<file path="config.mk">
export PLATFORM = sky130hd
export DESIGN_NAME = if_fetch_unit
export DESIGN_NICKNAME = d
export VERILOG_FILES = /design/src/rtl/if_fetch_unit_pkg.sv /design/src/rtl/if_fetch_unit_if_id_reg.sv /design/src/rtl/if_fetch_unit.sv
export SDC_FILE = /design/constraint.sdc
export NUM_CORES = 1
export LEC_CHECK = 0
export CORE_MARGIN = 2
export CORE_UTILIZATION = 30
export CTS_BUF_LIST = sky130_fd_sc_hd__clkbuf_4
export CTS_CLUSTER_DIAMETER = 150
export DETAILED_ROUTE_END_ITERATION = 10
export PLACE_DENSITY = 0.63
export REMOVE_ABC_BUFFERS = 1
export SETUP_SLACK_MARGIN = 0.4
export SLEW_MARGIN = 5
export SYNTH_ARGS = -nofsm -noshare
export SYNTH_HDL_FRONTEND = slang
export SYNTH_HIERARCHICAL = 1
export SYNTH_SLANG_ARGS = --single-unit
</file>
<file path="constraint.sdc">
create_clock -name clk -period 2.3 [get_ports clk]
set_input_delay 0.575 -clock clk [delete_from_list [all_inputs] [get_ports clk]]
set_output_delay 0.575 -clock clk [all_outputs]
set_load 0.01 [all_outputs]
</file>
<file path="src/rtl/if_fetch_unit_pkg.sv">
// Shared constants and types for the MIPS fetch stage: instruction encodings,
// fetch FSM states and the word-alignment helper.
package if_fetch_unit_pkg;

  localparam int DATA_WIDTH = 32;

  localparam logic [DATA_WIDTH-1:0] HALT_INSTR = 32'hFFFF_FFFF;
  localparam logic [DATA_WIDTH-1:0] NOP_INSTR  = 32'h0000_0000;

  typedef enum logic [1:0] {
    FS_RUN    = 2'b00,
    FS_HALTED = 2'b01,
    FS_FAULT  = 2'b10
  } fetch_state_t;

  // Instruction fetches are always word aligned; low address bits are dropped.
  function automatic logic [DATA_WIDTH-1:0] align_word(input logic [DATA_WIDTH-1:0] addr);
    return {addr[DATA_WIDTH-1:2], 2'b00};
  endfunction

endpackage

</file>
<file path="src/rtl/if_fetch_unit_if_id_reg.sv">
// IF/ID pipeline register: flush beats stall, stall beats capture, and an
// uncaptured cycle inserts a NOP bubble.
module if_id_reg
  import if_fetch_unit_pkg::*;
(
  input  logic                  clk,
  input  logic                  reset,
  input  logic                  flush,
  input  logic                  stall,
  input  logic                  capture,
  input  logic [DATA_WIDTH-1:0] fetch_instr,
  input  logic [DATA_WIDTH-1:0] fetch_pc_plus4,
  output logic [DATA_WIDTH-1:0] instr,
  output logic [DATA_WIDTH-1:0] pc_plus4,
  output logic                  valid
);

  // IF/ID contents with reset > flush > stall > capture priority
  always_ff @(posedge clk) begin
    if (reset) begin
      instr    <= NOP_INSTR;
      pc_plus4 <= 32'h0000_0000;
      valid    <= 1'b0;
    end else if (flush) begin
      instr    <= NOP_INSTR;
      pc_plus4 <= pc_plus4;
      valid    <= 1'b0;
    end else if (stall) begin
      instr    <= instr;
      pc_plus4 <= pc_plus4;
      valid    <= valid;
    end else if (capture) begin
      instr    <= fetch_instr;
      pc_plus4 <= fetch_pc_plus4;
      valid    <= 1'b1;
    end else begin
      instr    <= NOP_INSTR;
      pc_plus4 <= pc_plus4;
      valid    <= 1'b0;
    end
  end

endmodule

</file>
<file path="src/rtl/if_fetch_unit.sv">
// Fetch-stage controller: program counter, next-PC selection, HALT/fault FSM,
// and the IF/ID register feeding decode.
module if_fetch_unit
  import if_fetch_unit_pkg::*;
#(
  parameter logic [31:0] RESET_PC   = 32'h0000_0000,
  parameter int          IMEM_WORDS = 256
) (
  input  logic                  clk,
  input  logic                  reset,
  input  logic                  i_stall,
  input  logic                  i_flush,
  input  logic                  i_branch_taken,
  input  logic [DATA_WIDTH-1:0] i_branch_target,
  input  logic                  i_jump,
  input  logic [DATA_WIDTH-1:0] i_jump_target,
  output logic [DATA_WIDTH-1:0] o_imem_addr,
  input  logic [DATA_WIDTH-1:0] i_imem_instr,
  output logic [DATA_WIDTH-1:0] o_if_id_instr,
  output logic [DATA_WIDTH-1:0] o_if_id_pc_plus4,
  output logic                  o_if_id_valid,
  output logic                  o_halted,
  output logic                  o_fault
);

  localparam logic [DATA_WIDTH-1:0] FETCH_BOUND = 32'(IMEM_WORDS * 4);

  fetch_state_t          state_r, next_state_s;
  logic [DATA_WIDTH-1:0] pc_r, next_pc_s, pc_plus4_s, target_s;
  logic                  redirect_s, in_range_s, capture_s;
  logic                  halted_r, fault_r;

  assign pc_plus4_s  = pc_r + 32'h0000_0004;
  assign in_range_s  = (pc_r < FETCH_BOUND);
  assign capture_s   = (state_r == FS_RUN) && in_range_s;
  assign o_imem_addr = pc_r;
  assign o_halted    = halted_r;
  assign o_fault     = fault_r;

  // Redirect source select; the branch is older than the jump so it wins
  always_comb begin
    redirect_s = i_branch_taken | i_jump;
    if (i_branch_taken) begin
      target_s = align_word(i_branch_target);
    end else begin
      target_s = align_word(i_jump_target);
    end
  end

  // Fetch FSM next state; a redirect cancels a speculative halt or fault
  always_comb begin
    next_state_s = state_r;
    if (redirect_s) begin
      next_state_s = FS_RUN;
    end else if (i_stall) begin
      next_state_s = state_r;
    end else begin
      case (state_r)
        FS_RUN: begin
          if (!in_range_s) begin
            next_state_s = FS_FAULT;
          end else if (i_imem_instr == HALT_INSTR) begin
            next_state_s = FS_HALTED;
          end else begin
            next_state_s = FS_RUN;
          end
        end
        FS_HALTED: next_state_s = FS_HALTED;
        FS_FAULT:  next_state_s = FS_FAULT;
        default:   next_state_s = FS_FAULT;
      endcase
    end
  end

  // Next PC: the PC stops on the HALT/faulting word rather than stepping past it
  always_comb begin
    next_pc_s = pc_r;
    if (redirect_s) begin
      next_pc_s = target_s;
    end else if (i_stall) begin
      next_pc_s = pc_r;
    end else if ((state_r == FS_RUN) && (next_state_s == FS_RUN)) begin
      next_pc_s = pc_plus4_s;
    end else begin
      next_pc_s = pc_r;
    end
  end

  // PC, FSM state and registered status flags
  always_ff @(posedge clk) begin
    if (reset) begin
      pc_r     <= RESET_PC;
      state_r  <= FS_RUN;
      halted_r <= 1'b0;
      fault_r  <= 1'b0;
    end else begin
      pc_r     <= next_pc_s;
      state_r  <= next_state_s;
      halted_r <= (next_state_s == FS_HALTED);
      fault_r  <= (next_state_s == FS_FAULT);
    end
  end

  if_id_reg u_if_id_reg (
    .clk            (clk),
    .reset          (reset),
    .flush          (i_flush | redirect_s),
    .stall          (i_stall),
    .capture        (capture_s),
    .fetch_instr    (i_imem_instr),
    .fetch_pc_plus4 (pc_plus4_s),
    .instr          (o_if_id_instr),
    .pc_plus4       (o_if_id_pc_plus4),
    .valid          (o_if_id_valid)
  );

endmodule

</file>
* Word level (Yosys, flattened, before mapping)
Cells that the tools add are included.
Cells by class: add/subtract/negate cells 1, $lt $le $gt $ge 1, equality and inequality tests 5, mux-type cells 11, bitwise logic cells 4, reduce and logical (&&, ||, !) cells 8
Operators by type and width (count):
- $mux 32 | 5
- $add 32x3->32 const B | 1
- $eq 32x32->1 const B | 1
- $lt 32x11->1 const B | 1
- $mux 2 | 3
- $eq 2x1->1 const B | 2
- $logic_not 2->1 | 2
- $pmux 2 s2 | 1
- $reduce_and 3->1 | 1
- $eq 2x2->1 const B | 1
- $logic_and 1x1->1 | 2
- $mux 1 | 2
- $ne 2x1->1 const B | 1
- $not 1->1 | 2
- $or 1x1->1 | 2
- $reduce_and 2->1 | 1
- $reduce_bool 2->1 | 1
- $reduce_or 2->1 | 1
Storage, ports and cells: register bits 101, bits of input ports 102, output and inout port bits 99, word-level logic and storage cells 37

* Depth between registers and ports, before layout
Gate-level depths: netlist (run 1).
depth after elaboration 11, depth in mapped cells 9, gate-level depth less buffers 8

* Hierarchy
The synthesis (run 1) kept the hierarchy.
By module, submodules not included:
- if_id_reg | instances 1, cells an instance 287, area an instance 2752.6 µm²
- if_fetch_unit | instances 1, cells an instance 276, area an instance 2204.6 µm²

* Least setup slack after synthesis (run 1)
Ideal clock, no wire load.
path kind input port to flip-flop, start point in i_branch_taken, end point reg pc_r[6], in the netlist o_imem_addr[6], library setup time 128 ps, arrival 2062 ps, path slack 110 ps, cell stages on the path 8, path buffers 2, cells stage by stage clkbuf_1 -> or2_2 -> a21oi_1 -> nand4_1 -> mux2i_4 -> buf_6 -> mux2i_1 -> nor2_1
Between the ends: cells in the longest elaborated chain, start to end 6
Ends and longest elaborated chain:
- start, declared | RTL line if_fetch_unit.sv:13 | input logic i_branch_taken,
- $or 1x1->1 | RTL line if_fetch_unit.sv:42 | redirect_s = i_branch_taken | i_jump;
- $mux 2 | RTL line if_fetch_unit.sv:53 | if (redirect_s) begin
- $logic_not 2->1 | RTL line if_fetch_unit.sv:82 | end else if ((state_r == FS_RUN) && (next_state_s == FS_RUN)) begin
- $logic_and 1x1->1 | RTL line if_fetch_unit.sv:82
- $reduce_bool 2->1 (no source line)
- $reduce_and 2->1 (no source line)
- end signal, assigned | RTL line if_fetch_unit.sv:97 | pc_r <= next_pc_s;
- end, declared | RTL line if_fetch_unit.sv:29 | logic [DATA_WIDTH-1:0] pc_r, next_pc_s, pc_plus4_s, target_s;
Several ways; a longest one is shown, not always the timed one. A chain may end at the register's enable or synchronous reset.

* Worst setup path after layout (run 1)
start point reg pc_r[21], in the netlist o_imem_addr[21], end point reg pc_r[26], in the netlist o_imem_addr[26]
Between the ends: cells in the longest elaborated chain, start to end 9
Ends and longest elaborated chain:
- $lt 32x11->1 | RTL line if_fetch_unit.sv:34 | assign in_range_s = (pc_r < FETCH_BOUND);
- $mux 2 | RTL line if_fetch_unit.sv:60 | if (!in_range_s) begin
- $pmux 2 s2 | RTL line if_fetch_unit.sv:58 | case (state_r)
- $mux 2 | RTL line if_fetch_unit.sv:55 | end else if (i_stall) begin
- $mux 2 | RTL line if_fetch_unit.sv:53
- $logic_not 2->1 | RTL line if_fetch_unit.sv:82
- $logic_and 1x1->1 | RTL line if_fetch_unit.sv:82
- $reduce_bool 2->1 (no source line)
- $reduce_and 2->1 (no source line)
Several ways; a longest one is shown, not always the timed one. The select of a mux whose other input is x is not followed.

==> results.txt, run 1 <==
The flow ran to the end, and the final reports show no timing, DRC or antenna violations. The synthesized netlist cell count came out at roughly 560. The final setup violation count came out at 0. The critical path is of the flop to flop type. The data arrival time of the critical path came out at 2.60 ns. For the final routed database, the setup TNS stands at 0 ns. The growth of design area from synthesis to finish is 58.8%. The clock share of power is between 20% and 30%. On the final layout, the worst clock skew is 0.0239 ns. The number of hold violations in the final report came out at 0.

Headroom to the max-slew limit came out at around 64%. The area of the mapped netlist is around 5000 um^2. The vias after detailed routing is around 5000. The maximum fanout along the worst path is 5. The most repeated library cell on the critical path is buf_4. The largest net degree at the start of global routing is 66. The post-route total power came out at around 0.0034 W. Dividing the detail-routed wire length by the instance count gives around 16 um. The static power due to leakage is 3.17 nW. The count of unique library cells instantiated by Yosys is 50.

The synthesized design spends more area on one cell type than any other, namely dfxtp_1. The sort of element at the start of the critical path is a flop. The number of DRC violations after detailed-routing iteration 0 is roughly 230. The worst path uses between 90% and 100% of the clock period. The maximum level of the CTS H-tree is 3. Sequential cells account for a little over half of the total power. The CTS tree is built. The max-cap check violation count came out at 0. The switching share of power came out at 29.4%. The via count of the first global-routing pass came out at between 5000 and 6000. The sum of overflow across all layers after global routing is 0. The power density of the placed cells came out at 431 nW/um^2. Summed over all nets, the switching power comes to ~0.0010 W.

The number of antenna diodes came out at 0. The worst min-delay path category is flop to flop. The required time of the critical path came out at 2.71 ns. After clock tree synthesis, the clock-pin slew on the worst setup and hold paths is ~0.18 ns. The slowest stage of the critical path belongs to the cell dfxtp_2. The mean number of vias per cell is around 4.9. The root cell of the clock tree is clkbuf_4.

By area the synthesized netlist is led by dfxtp_1 (40%), mux2i_1 (8.5%), nand2b_1 (8.2%). In this run, the combinational gates consume between 20% and 30% of the power. The area inside the core boundary is 16000 um^2. The height of the die came out at ~130 um. The cell row count is 46. The proportion of netlist area held by the largest area contributor is between 30% and 40%. The final layout net count came out at around 910.

TritonCTS created 9 clock buffers. IR analysis of the VDD net gives a maximum drop of between 0.2 and 0.25 mV. 201 I/O pins were placed. Clock latency on the worst-skew pair, taken at its later pin, is roughly 0.48 ns. Wires add up to 16.7 mm. The final-report max-slew violation count was 0. The post-route minimum period came out at ~2.2 ns. The share of flip-flops with an asynchronous set or reset came out at 0%. The worst reg-to-reg path cell count came out at 9. The number of warnings printed during yosys synthesis is 6. The final routed DRC violation total came out at 0. CTS saw 99 sinks.

The achievable frequency came out at between 400 and 500 MHz. The synthesis-stage register bit count came out at 99. The starting density of the core came out at between 30% and 40%.

Walking the worst path, the cells encountered are nor4_2, buf_4, nand4_1, nor3_4, mux2i_4, buf_4, buf_4, a222oi_1, nor2_1. The final worst slack is about 0.11 ns. The number of port buffers is ~190. The number of hold buffers added after cts is 0.

Setup repair after global routing could not meet its margin everywhere. The worst-case setup slack after placement is -0.440 ns. The number of fill cells is 1582.

The remaining antenna violation count is 0. Each instance of the synthesized netlist takes up on average between 8 and 9 um^2. The global-route wire length before repair came out at 25.7 mm. Summing all placed instances gives a cell area of ~7400 um^2.

The share of layout cells above drive strength 1 is between 20 and 25%. The initial antenna violation count was 0. On the worst path, the slowest cell contributes a delay of between 0.3 and 0.4 ns. The chip width is about 130 um. The worst hold path was traced through 2 stages. The detailed-placement wirelength estimate came out at ~12 mm. The slew at the pin with the worst max-slew slack is 0.534 ns.

The aggregate global-route resource usage is 18.1%. After routing the design area is about 8000 um^2. In the synthesized netlist the dominant register cell turns out to be dfxtp_1. The register area share after synthesis is 40.0%. Routability-driven placement finished with a final weighted congestion of just over 0.8. The clock tree buffer depth is 2.

The internal portion of the total power is 0.00239 W. The worst hold slack across all endpoints came out at 0.479 ns. Counting flops with a built-in enable in the synthesized netlist gives 0. The total iterations of the first detailed-routing run came out at 5. The die covers 17600 um^2. The worst setup path is captured at a flop.
critical path: cells and delay by family (launching register included):
family	cells	cell delay [ns]
AOI/OAI and AO/OA	1	0.06
buffers and inverters	3	0.47
DFF	1	0.35
muxes	1	0.34
and+or+nand+nor	4	0.90
placed cells by master (no fill, tap or decap), types with 4 or more instances in the layout:
| cell type | n |
|---|---|
| a21oi_1 | 26 |
| a21oi_2 | 12 |
| a222oi_1 | 14 |
| and3_1 | 5 |
| buf_12 | 7 |
| buf_4 | 59 |
| buf_6 | 4 |
| clkbuf_4 | 9 |
| clkdlybuf4s15_1 | 7 |
| clkdlybuf4s50_1 | 95 |
| conb_1 | 4 |
| dfxtp_1 | 67 |
| dfxtp_2 | 27 |
| dfxtp_4 | 5 |
| dlygate4sd2_1 | 86 |
| inv_1 | 7 |
| mux2i_1 | 42 |
| nand2_1 | 53 |
| nand2b_1 | 65 |
| nand3_1 | 11 |
| nand3b_1 | 32 |
| nand4_1 | 16 |
| nor2_1 | 45 |
| nor3_1 | 8 |
| nor4_2 | 4 |
| o21ai_0 | 6 |
| o22ai_1 | 7 |
| xnor2_1 | 21 |
| xor2_1 | 7 |
cell type report:
| class | count | area [um^2] | share of cell area (%) |
|---|---|---|---|
| repair buffers | 271 | 2610 | 33.2 |
| multi-input cells | 415 | 2800 | 35.5 |
| clock buffers | 9 | 67.6 | 0.859 |
| well taps | 216 | 270 | 3.43 |
| inverters | 8 | 30.0 | 0.382 |
| clock inverters | 7 | 58.8 | 0.747 |
| flip-flops and latches | 99 | 2030 | 25.9 |
cells by family (layout without fill, tap and decap cells):
family                     Yosys count  after routing  synth area share, %
and+or+nand+nor                    258            258                 28.6
DFF                                 99             99                 40.0
AOI/OAI and AO/OA                   81             81                 11.1
buffers and inverters               52            295                 6.08
muxes                               43             43                 8.93
xor gates and xnor gates            28             28                 4.95
adders and majority gates            1              1                0.252
other                                1              4               0.0756
power groups by stage:
stage / logic (W) / clock network [W] / registers [W]
global route: 0.000741 / 0.00101 / 0.00181
floorplan: 0.000197 / 0 / 0.00186
global placement: 0.000664 / 0 / 0.00183
finish: 0.000685 / 0.000908 / 0.00180
CTS: 0.000675 / 0.000951 / 0.00180
detailed placement: 0.000671 / 0 / 0.00183
path summary, 6_finish.rpt:
path	startpoint	to	slack (ns)
min	u_if_id_reg/instr[12]	u_if_id_reg/instr[12]	0.48
max	o_imem_addr[21]	o_imem_addr[26]	0.11
min reg2reg	u_if_id_reg/instr[12]	u_if_id_reg/instr[12]	0.48
max reg2reg	o_imem_addr[21]	o_imem_addr[26]	0.11
cells in the mapped netlist (2+ instances only):
library cell	number
a211oi_1	2
a221o_1	2
nand2_1	53
and3_1	5
nor4_1	7
nor3_1	8
a222oi_1	14
buf_12	3
clkbuf_1	22
xnor2_1	21
o21ai_0	6
buf_2	10
buf_6	5
o21bai_1	2
buf_4	2
dfxtp_1	99
a21oi_1	38
nand2b_1	65
nand4_1	16
nor2_1	46
xor2_1	7
nand3_1	11
o22ai_1	7
mux2i_1	42
inv_1	7
nand3b_1	32
or3_1	2
and2_1	2
a31o_2	2
nor2b_1	2
buf_1	2
and4_1	3
flip-flops by register name (all words and copies together) (netlist names):
register and count:
o_fault 1, u_if_id_reg/valid 1, o_imem_addr 30, state_r 2
o_halted 1, u_if_id_reg/instr 32, u_if_id_reg/pc_plus4 32
per-stage QoR:
| step | util [%] | std cells |
|---|---|---|
| final | 49.2 | 1025 |
| after global routing | 49.2 | 1025 |
| after CTS | 48.1 | 1018 |
| after detailed placement | 46.2 | 988 |
| after global placement | 46.2 | 988 |
| after floorplan | - | 522 |
per-layer routing:
layer | GRT usage, % | part of all wire [%]
met2 | 29.7 | 46
met3 | 6.93 | 9.1
met1 | 22.0 | 43
met5 | 0 | 0.23
met4 | 5.79 | 2.0
what timing repair did:
action,in CTS,in global routing
resized for setup,155,29
pin swaps,2,32
cloned,3,5
setup buffers,11,2
endpoints found under the setup margin,190,103
No activity file was read; power rests on OpenSTA's default activity.
==> run 2, diff against run 1 <==
--- a/config.mk
+++ b/config.mk
@@ -6,11 +6,11 @@
 export NUM_CORES = 1
 export LEC_CHECK = 0
 export CORE_MARGIN = 2
-export CORE_UTILIZATION = 30
+export CORE_UTILIZATION = 40
 export CTS_BUF_LIST = sky130_fd_sc_hd__clkbuf_4
 export CTS_CLUSTER_DIAMETER = 150
 export DETAILED_ROUTE_END_ITERATION = 10
-export PLACE_DENSITY = 0.63
+export PLACE_DENSITY = 0.8
 export REMOVE_ABC_BUFFERS = 1
 export SETUP_SLACK_MARGIN = 0.4
 export SLEW_MARGIN = 5
==> results.txt, run 2 (synthesis gave the netlist of run 1 again) <==
The max-cap check violation count is 0 (unchanged). The total number of clock tree sinks is 99 (unchanged). The area inside the core boundary came out at 12100 um^2 (-25%). The largest net degree at the start of global routing came out at 66 (unchanged). The mean number of vias per cell came out at 5.32 (+9.0%). The final setup violation count came to 0 (unchanged). The power density of the placed cells came to 431 nW/um^2 (about the same). The post-route minimum period was 2.09 ns (-0.102 ns). The number of hold buffers added after cts came out at 0 (unchanged). The initial antenna violation count is 1 (+1). The achievable frequency was 479 MHz (+4.9%). The worst setup path is launched from a flop. The number of hold violations in the final report is 0 (unchanged). The total iterations of the first detailed-routing run came out at 5 (unchanged). The final routed wirelength across all metal layers came out at 17.1 mm (+2.5%). The aggregate global-route resource usage is 24.0% (+5.8 points). The sum of met2 wire segment lengths after detailed routing is 8.48 mm (+11%). The library cells used most frequently in the layout, excluding fill and tap cells, are dlygate4sd2_1 (99), clkdlybuf4s50_1 (82), dfxtp_1 (72).

The share of layout cells above drive strength 1 is 19.8% (-0.35 points). The worst min-delay path category is input port to flop. The post-route setup TNS is 0 ns (unchanged). The type of the worst setup path is flop to flop. The remaining antenna violation count is 0 (unchanged).

The boundary pin count is 201 (unchanged). The flow ran to the end, and the final reports show no timing, DRC or antenna violations. The data arrival time of the critical path is 2.42 ns (-0.18 ns).

The maximum fanout along the worst path is 8 (+3). The peak per-stage delay on the critical path came out at 0.37 ns (+0.02 ns). The maximum level of the CTS H-tree is 3 (unchanged). In this run the top signal layer used is met4.

The CTS tree is built. The number of port buffers is 194 (unchanged). The leading cell type in the layout, fill and taps excluded is dlygate4sd2_1. The worst setup path is captured at a flop. The worst-case setup slack after placement is -0.334 ns (+0.106 ns).

The post-layout instance area came to 7930 um^2 (+0.76%). The wire length on met3 is 1.27 mm (-17%). Setup repair after global routing could not meet its margin everywhere. The via count of the first global-routing pass is 5012 (-0.10%). The detailed-placement wirelength estimate came out at 11.6 mm (-2.3%). The area of the die was 13300 um^2 (-24%).

The worst max-slew margin expressed relative to the limit is 53.7% (-11 points). The clock buffer count from CTS came out at 9 (unchanged). The global-route wire length before repair came out at 25.2 mm (-1.9%).

The final-report max-slew violation count was 0 (unchanged). The global placer's final weighted congestion came out at 0.868 (+7.2%). The average wire per cell in the routed design is 17.5 um (+7.5%).

The number of DRC violations after detailed-routing iteration 0 is 474 (+100%). The required time of the critical path came to 2.63 ns (-0.08 ns). The critical path goes through nor4_4, nand4_1, nor3_4, mux2i_4, buf_6, buf_16, mux2i_1, nor2_1. The number of fill cells was 960 (-39%).

The worst reg-to-reg path cell count is 8 (-1). The vias after detailed routing came to 5199 (+3.9%). From synthesis to final layout, the design area changed by 60.0%.

The slew at the pin with the worst max-slew slack came out at 0.691 ns (+0.157 ns). The slowest cell on the critical path is dfxtp_2. The clock edge transition at the registers on the reported setup and hold paths was 0.16 ns (-0.02 ns). The clock tree buffer depth came out at 2 (unchanged).

The share of the cycle needed by the critical path after routing is 90.7% (-4.4 points). The static power due to leakage came out at 3.29 nW (+3.8%). The met1 wire length came to 7.00 mm (-2.6%). The root cell of the clock tree is clkbuf_4.

The cell row count is 40 (-13%). The sum of overflow across all layers after global routing came to 0 (unchanged). The final clock skew came to 0.0222 ns (-0.00174 ns). The final layout net count came out at 906 (-0.11%).

The chip width came out at 115 um (-13%). The height of the die came out at 115 um (-13%). The worst hold slack across all endpoints came out at 0.434 ns (-0.0448 ns). The peak ir drop on the vdd network is 0.250 mV (+14%).

The insertion delay to the later sink of the worst-skew pair is 0.44 ns (-0.04 ns). The number of instances on the worst hold path is 3 (+1). The final routed DRC violation total is 0 (unchanged). The post-detailed-placement cell area is 7260 um^2 (-1.7%). The final worst slack came out at 0.213 ns (+0.102 ns). The starting density of the core is 41.1% (+10 points).
run 2: cell count changes in the layout (fill, tap and decap cells not counted), moves of 3 or more:
cell and delta:
nor3_1 -3, buf_8 +3, buf_6 +6, dlymetal6s2s_1 +8, inv_6 -3, buf_4 -9, dfxtp_1 +5, clkdlybuf4s15_1 -5
clkdlybuf4s50_1 -13, dfxtp_2 -7, dlygate4sd2_1 +13
run 2: path summary, 6_finish.rpt:
| check | startpoint | to | slack, ns |
|---|---|---|---|
| hold / removal | i_imem_instr[3] | u_if_id_reg/instr[3] | 0.43 |
| setup / recovery | o_imem_addr[22] | o_imem_addr[4] | 0.21 |
| hold reg to reg | u_if_id_reg/instr[23] | u_if_id_reg/instr[23] | 0.47 |
| setup reg to reg | o_imem_addr[22] | o_imem_addr[4] | 0.21 |
run 2: report_power, final:
part | leakage (nW) | switching, W | total (W) | internal [W]
Clock | 0.0752 | 0.000582 | 0.000919 | 0.000337
Sequential | 0.816 | 0.0000519 | 0.00181 | 0.00176
Combinational | 2.40 | 0.000299 | 0.000692 | 0.000393
Total | 3.29 | 0.000933 | 0.00342 | 0.00249
run 2: layout make-up:
| cell class | count | area (um^2) | share of cell area, % |
|---|---|---|---|
| clock inverters | 6 | 56.3 | 0.710 |
| flip-flops and latches | 99 | 2030 | 25.6 |
| multi-input cells | 415 | 2870 | 36.2 |
| diodes | 1 | 2.50 | 0.0316 |
| repair buffers | 270 | 2650 | 33.5 |
| inverters | 8 | 30.0 | 0.379 |
| clock buffers | 10 | 75.1 | 0.947 |
| well taps | 168 | 210 | 2.65 |
run 2: worst max-delay path: cells and delay by family, from the launching register on:
family / cells / cell delay [ns]
simple gates: 4 / 0.85
buf+inv: 2 / 0.26
flops: 1 / 0.37
mux: 2 / 0.50
run 2: layer usage:
layer | track usage, % | vias to the layer above
li1 | - | 2455
met1 | 28.0 | 2476
met5 | 0 | -
met2 | 42.5 | 228
met3 | 6.22 | 40
met4 | 8.43 | 0
run 2: timing repair:
action | in CTS | in global routing
cloned | 3 | 5
buffers inserted | 13 | 6
resized for setup | 158 | 49
pin swaps | 9 | 40
setup endpoints to repair | 191 | 97
run 2: metrics by stage:
step	std cells	total power (W)	util (%)
4_1_cts	965	0.00339	62.9
3_3_place_gp	933	0.00247	60.2
3_5_place_dp	933	0.00248	60.2
2_1_floorplan	522	0.00206	-
5_1_grt	977	0.00356	65.7
6_report	977	0.00342	65.7
